`config.mk`:
```
export PLATFORM = sky130hd
export DESIGN_NAME = inst_fetch
export DESIGN_NICKNAME = d
export VERILOG_FILES = /design/src/rtl/inst_fetch.sv
export SDC_FILE = /design/constraint.sdc
export NUM_CORES = 1
export LEC_CHECK = 0
export CAP_MARGIN = 10
export CORE_MARGIN = 2
export CORE_UTILIZATION = 40
export DETAILED_ROUTE_END_ITERATION = 10
export DONT_BUFFER_PORTS = 1
export PLACE_DENSITY = 0.53
export REMOVE_ABC_BUFFERS = 1
export SKIP_LAST_GASP = 1
export SYNTH_ARGS = -nofsm -noshare
export SYNTH_HDL_FRONTEND = slang
export SYNTH_SLANG_ARGS = --single-unit
```
`constraint.sdc`:
```
create_clock -name clk_i -period 1.58 [get_ports clk_i]
set_clock_uncertainty 0.1 [all_clocks]
set_input_delay 0.158 -clock clk_i [delete_from_list [all_inputs] [get_ports clk_i]]
set_output_delay 0.158 -clock clk_i [all_outputs]
set_load 0.05 [all_outputs]
```
`src/rtl/inst_fetch.sv`:
```
// Instruction fetch unit: owns the PC, reads the combinational instruction ROM
// and hands one buffered instruction at a time to the decoder over valid/ready.
//
//   state | meaning
//   ------+-----------------------------------------------------------
//   IDLE  | out of reset, no fetch until start_i
//   RUN   | fetching one word per cycle whenever the output slot is free
//   HALT  | ROM returned HALT_OPCODE; waits for a branch to resume
module inst_fetch #(
  parameter int unsigned      ADDR_W      = 8,
  parameter int unsigned      INST_W      = 8,
  parameter logic [ADDR_W-1:0] RESET_PC    = 8'h00,
  parameter logic [INST_W-1:0] HALT_OPCODE = 8'hFF
) (
  input  logic              clk_i,
  input  logic              rst_n_i,
  input  logic              start_i,
  output logic [ADDR_W-1:0] address_o,
  input  logic [INST_W-1:0] instruction_i,
  output logic [INST_W-1:0] inst_o,
  output logic [ADDR_W-1:0] inst_pc_o,
  output logic              inst_valid_o,
  input  logic              inst_ready_i,
  input  logic              branch_i,
  input  logic [ADDR_W-1:0] branch_target_i,
  output logic              halted_o
);

  typedef enum logic [1:0] {
    IDLE = 2'd0,
    RUN  = 2'd1,
    HALT = 2'd2
  } state_t;

  state_t            state_q, state_d;
  logic [ADDR_W-1:0] pc_q, pc_d;
  logic [INST_W-1:0] inst_q, inst_d;
  logic [ADDR_W-1:0] inst_pc_q, inst_pc_d;
  logic              valid_q, valid_d;
  logic              halted_q, halted_d;

  logic transfer;
  logic slot_free;

  assign transfer  = valid_q & inst_ready_i;
  assign slot_free = ~valid_q | transfer;

  // State register with synchronous reset that overrides everything
  always_ff @(posedge clk_i) begin
    if (!rst_n_i) begin
      state_q   <= IDLE;
      pc_q      <= RESET_PC;
      inst_q    <= '0;
      inst_pc_q <= '0;
      valid_q   <= 1'b0;
      halted_q  <= 1'b0;
    end else begin
      state_q   <= state_d;
      pc_q      <= pc_d;
      inst_q    <= inst_d;
      inst_pc_q <= inst_pc_d;
      valid_q   <= valid_d;
      halted_q  <= halted_d;
    end
  end

  // Next-state, fetch and handshake logic
  always_comb begin
    state_d   = state_q;
    pc_d      = pc_q;
    inst_d    = inst_q;
    inst_pc_d = inst_pc_q;
    halted_d  = halted_q;
    // A consumed instruction empties the slot unless something refills it below;
    // this also lets a pending word drain while halted.
    valid_d   = transfer ? 1'b0 : valid_q;

    unique case (state_q)
      IDLE: begin
        // branch_i is deliberately ignored here, including alongside start_i
        if (start_i) begin
          state_d = RUN;
        end
      end

      RUN: begin
        if (branch_i) begin
          // Current ROM word belongs to the wrong path; drop it and any held word
          pc_d    = branch_target_i;
          valid_d = 1'b0;
        end else if (slot_free && (instruction_i == HALT_OPCODE)) begin
          // PC stays on the halt word so address_o reports where we stopped
          state_d  = HALT;
          halted_d = 1'b1;
        end else if (slot_free) begin
          inst_d    = instruction_i;
          inst_pc_d = pc_q;
          valid_d   = 1'b1;
          pc_d      = pc_q + ADDR_W'(1);
        end
      end

      HALT: begin
        if (branch_i) begin
          pc_d     = branch_target_i;
          halted_d = 1'b0;
          state_d  = RUN;
        end
      end

      default: begin
        state_d = IDLE;
      end
    endcase
  end

  assign address_o    = pc_q;
  assign inst_o       = inst_q;
  assign inst_pc_o    = inst_pc_q;
  assign inst_valid_o = valid_q;
  assign halted_o     = halted_q;

endmodule

```
# Word-level counts from Yosys, hierarchy flattened

Index checks and enable logic that the tools add are counted.

Register bits after elaboration: 28
Input port bits: 21
Output and inout port bits: 26
Logic and storage cells: 47

Add/subtract/negate cells: 1
Equality and inequality tests: 9
Muxes and demuxes: 19
Bitwise gates (word level): 5
Reduce and logical (&&, ||, !) cells: 7

Operator list:

| cell                | count |
|---|---|
| $mux 8              | 4 |
| $pmux 8 s2          | 1 |
| $reduce_and 4->1    | 4 |
| $add 8x1->8 const B | 1 |
| $eq 8x8->1 const B  | 1 |
| $mux 1              | 8 |
| $mux 2              | 4 |
| $ne 2x2->1 const B  | 4 |
| $ne 3x3->1 const B  | 2 |
| $pmux 2 s3          | 1 |
| $not 1->1           | 3 |
| $eq 2x1->1 const B  | 1 |
| $eq 2x2->1 const B  | 1 |
| $logic_not 2->1     | 1 |
| $pmux 1 s2          | 1 |
| $reduce_bool 2->1   | 1 |
| $and 1x1->1         | 1 |
| $logic_and 1x1->1   | 1 |
| $or 1x1->1          | 1 |

# Longest topological paths before layout

Depth after elaboration: 6
Depth in mapped cells: 6
Gate-level depth less buffers: 5

# Least setup slack after synthesis

OpenSTA, ideal clock, no wires.

Path kind: register -> register
From: register pc_q[0], in the netlist address_o[0]
To: register pc_q[4], in the netlist address_o[4]
Library setup time: 119 ps
Arrival: 1679 ps
Required time: 1361 ps
Setup slack: -318 ps
Cell stages (with the launch flop): 6
Path buffers: 0
Clock period less this slack: 1898 ps
Cell sequence: dfxtp_1 > ha_1 > and3_1 > nand2_1 > mux2_4 > o221a_1

Word-level cells in the longest chain between the ends: 5

RTL lines:

| what                   | line | RTL |
|---|---|---|
| start, declared        | 36   | `logic [ADDR_W-1:0] pc_q, pc_d;` |
| start signal, assigned | 59   | `pc_q <= pc_d;` |
| $add 8x1->8            | 99   | `pc_d = pc_q + ADDR_W'(1);` |
| $mux 8                 | 95   | `end else if (slot_free) begin` |
| $mux 8                 | 91   | `end else if (slot_free && (instruction_i == HALT_OPCODE)) begin` |
| $mux 8                 | 87   | `if (branch_i) begin` |
| $pmux 8 s2             | 78   | `unique case (state_q)` |

No other way between the ends. The select of a mux whose other input is x is not followed.
A chain may end at the register's enable or synchronous reset.

# Final worst setup path

Ends and elaborated chain as after synthesis.

==> run summary <==
Status -> complete, no violations
Largest net degree at the start of global routing -> 17
Top cells by area, synth -> dfxtp_1 40%, mux2i_1 11%, o32ai_2 5.7%, nor2_1 4.8%, a22oi_1 2.6%
Standard-cell rows -> 21
Least-Margin Pin Slew -> 484.1 ps
Number of diodes -> 0
Worst hold-check path type -> input port to register
Max cap viols -> 0
CP Data Required Time -> 1710 ps
Worst-Skew Late Latency -> 330 ps
FF+latch area -> 564.3 um^2
Total GRT Usage -> 18.17%
Yosys warns -> 0
Post-synth top flop -> dfxtp_1
Final Cycle Share -> 95.73%
Depth of the worst register-to-register path -> 5
RD Place Congestion -> 0.8140
Crit. End Element -> register
DRT Pass-1 Iters -> 4
CP peak stage delay -> 380 ps
Die H -> 63.56 um
Worst setup startpoint -> address_o[0]$_SDFFE_PN0P_
Share of cells above drive strength 1 -> 30.77%
Number of global-route vias before repair -> 1243
Vias/cell -> 5.377
Final ANT Viol Nets -> 0
Clk slew on worst S/H paths -> 140 ps
Peak Freq -> 0.6611 GHz
Clock sinks -> 28
Total grt overflow -> 0
Syn_area_per_cell -> 10.13 um^2
# fillers -> 315
Die area -> 0.004039 mm^2
Commonest cells in the netlist -> 28 x dfxtp_1, 18 x nor2_1, 16 x mux2i_1, 10 x nand2_1
Crit start category -> register
RSZ-0062 raised after global routing -> yes
Critical path's slowest cell -> dfxtp_1
Rel. slew slack -> 67.69%
CTS tree -> yes
Die W -> 63.56 um
FF-to-FF setup slack -> 70 ps
Layout area overhead -> 32.28%
Capture point of the critical path -> address_o[4]$_SDFFE_PN0P_
1st-iter DRT viols -> 46
Final setup viols -> 0
Setup TNS -> 0 ps
# H-tree levels -> 1
CTS root buffer -> clkbuf_4
Crit path max fanout -> 3
Final min period -> 1513 ps
Num ports -> 47
CP Class -> register to register
Core ar. -> 0.003363 mm^2
Synth cell types -> 45
Share of the synthesized area in the top cell type -> 39.51%
Final number of max-transition violations -> 0
First-pass GRT wire length -> 5796 um
Flops & latches, synth -> 28
Cell count after synthesis -> 140
Final hold vios -> 0
Worst path arrival time -> 1650 ps
Post-Syn Area -> 0.001419 mm^2
Asr flop ratio synth -> 0%
PwrDens -> 758.3 mW/mm^2
Crit-path leading delay family -> flip-flops
Top-count cell post-synth -> dfxtp_1
Initial antenna violation count -> 0
Starting Density -> 42.19%
Crit path cell chain -> ha_1 > and3_1 > nand2_1 > mux2_4 > o221a_1
Num CTS Buffers -> 3
Multi-input gate area -> 818.3 um^2
Worst Hold Slack -> 2.114 ps
Drt wl/cell -> 15.10 um
CP Buf/Inv Count -> 0
WL final -> 3442 um
Clock buffer depth -> 2
Cell count along the critical path -> 5
DRC -> 0
EDFF count, synth -> 0
Via count -> 1226
Nets -> 206
Worst R2R End -> address_o[4]$_SDFFE_PN0P_
RR Startpoint -> address_o[0]$_SDFFE_PN0P_
Leakage -> 0.8651 nW
PortBufs -> 0
Post-synth top area cell -> dfxtp_1
Sequential element share of the synthesized area -> 39.51%
Hpwl dp -> 2346 um
Worst IR Drop VDD -> 0.3772 mV
-- flip-flops by register name (all words and copies together), names as in the netlist --
register	cells
inst_pc_o	8
inst_valid_o	1
halted_o	1
address_o	8
inst_o	8
state_q	2
-- worst min path at each step --
| stage | depth (start not counted) | end | start |
|---|---|---|---|
| floorplan | 1 | state_q[1]$_SDFFE_PN0P_ | branch_i |
| global placement | 1 | state_q[1]$_SDFFE_PN0P_ | branch_i |
| detailed placement | 1 | state_q[1]$_SDFFE_PN0P_ | branch_i |
| CTS | 3 | inst_valid_o$_SDFF_PN0_ | inst_ready_i |
| global route | 3 | inst_valid_o$_SDFF_PN0_ | inst_ready_i |
| finish | 3 | inst_valid_o$_SDFF_PN0_ | inst_ready_i |
-- timing repair --
action | 4_1_cts | 5_1_grt
hold buffers | 13 | 0
gates resized for setup | 1 | 5
pin swaps | 1 | 1
gates cloned | 0 | 1
hold endpoints to repair | 19 | 0
buffers inserted | 1 | 0
endpoints found under the setup margin | 12 | 9
-- power by group --
group          leakage, nW  internal [mW]  switching, mW
sequential           0.229          0.738         0.0220
combinational        0.622          0.148          0.222
clock               0.0138         0.0896          0.204
total                0.865          0.975          0.448
-- kinds of logic after synthesis --
logic type      after synthesis  share of synthesized area, %
simple gates                 52                         20.02
compound gates               32                         22.84
flops                        28                         39.51
mux                          17                         12.35
buf+inv                      10                         4.409
fa+ha+maj                     1                        0.8817
-- routing by layer --
| layer | track usage [%] | wire [um] |
|---|---|---|
| met1 | 23.92 | 1569 |
| met2 | 28.55 | 1549 |
| met3 | 4.107 | 255 |
| met4 | 7.609 | 68 |
| met5 | 0 | 0 |
-- worst register-to-register path, cell delays in order (launching register included) --
cell,delay [ps]
dfxtp_1,380
ha_1,190
and3_1,210
nand2_1,60
mux2_4,250
o221a_1,230
-- layout make-up --
| type | count | area share (%) |
|---|---|---|
| clock buffer | 3 | 1.200 |
| inverter | 2 | 0.4000 |
| multi-input combinational | 103 | 43.60 |
| sequential | 28 | 30.07 |
| tap | 46 | 3.067 |
| timing repair buffer | 46 | 21.67 |
-- metrics by stage --
stage / utilization, % / cell area [um^2] / std cells / total power, mW / setup slack (ps)
after detailed placement: 49.78 / 1674 / 210 / 1.103 / -43.07
after global placement: 49.78 / 1674 / 210 / 1.098 / 24.15
after global routing: 55.80 / 1877 / 228 / 1.501 / -18.85
final: 55.80 / 1877 / 228 / 1.423 / 67.43
after CTS: 54.95 / 1848 / 227 / 1.439 / 4.253
after floorplan: - / 1364 / 132 / 1.014 / -317.5
-- placed cells by master, fill, tap and decap left out, types with 4 or more instances in the layout --
| cell | count |
|---|---|
| mux2i_1 | 16 |
| dlygate4sd3_1 | 13 |
| dfxtp_1 | 25 |
| nor2_1 | 18 |
| a22oi_1 | 5 |
| o32ai_2 | 5 |
| buf_4 | 30 |
| nand2_1 | 10 |
| a2bb2oi_1 | 4 |
Note: power is estimated with default switching activity, not from simulation.
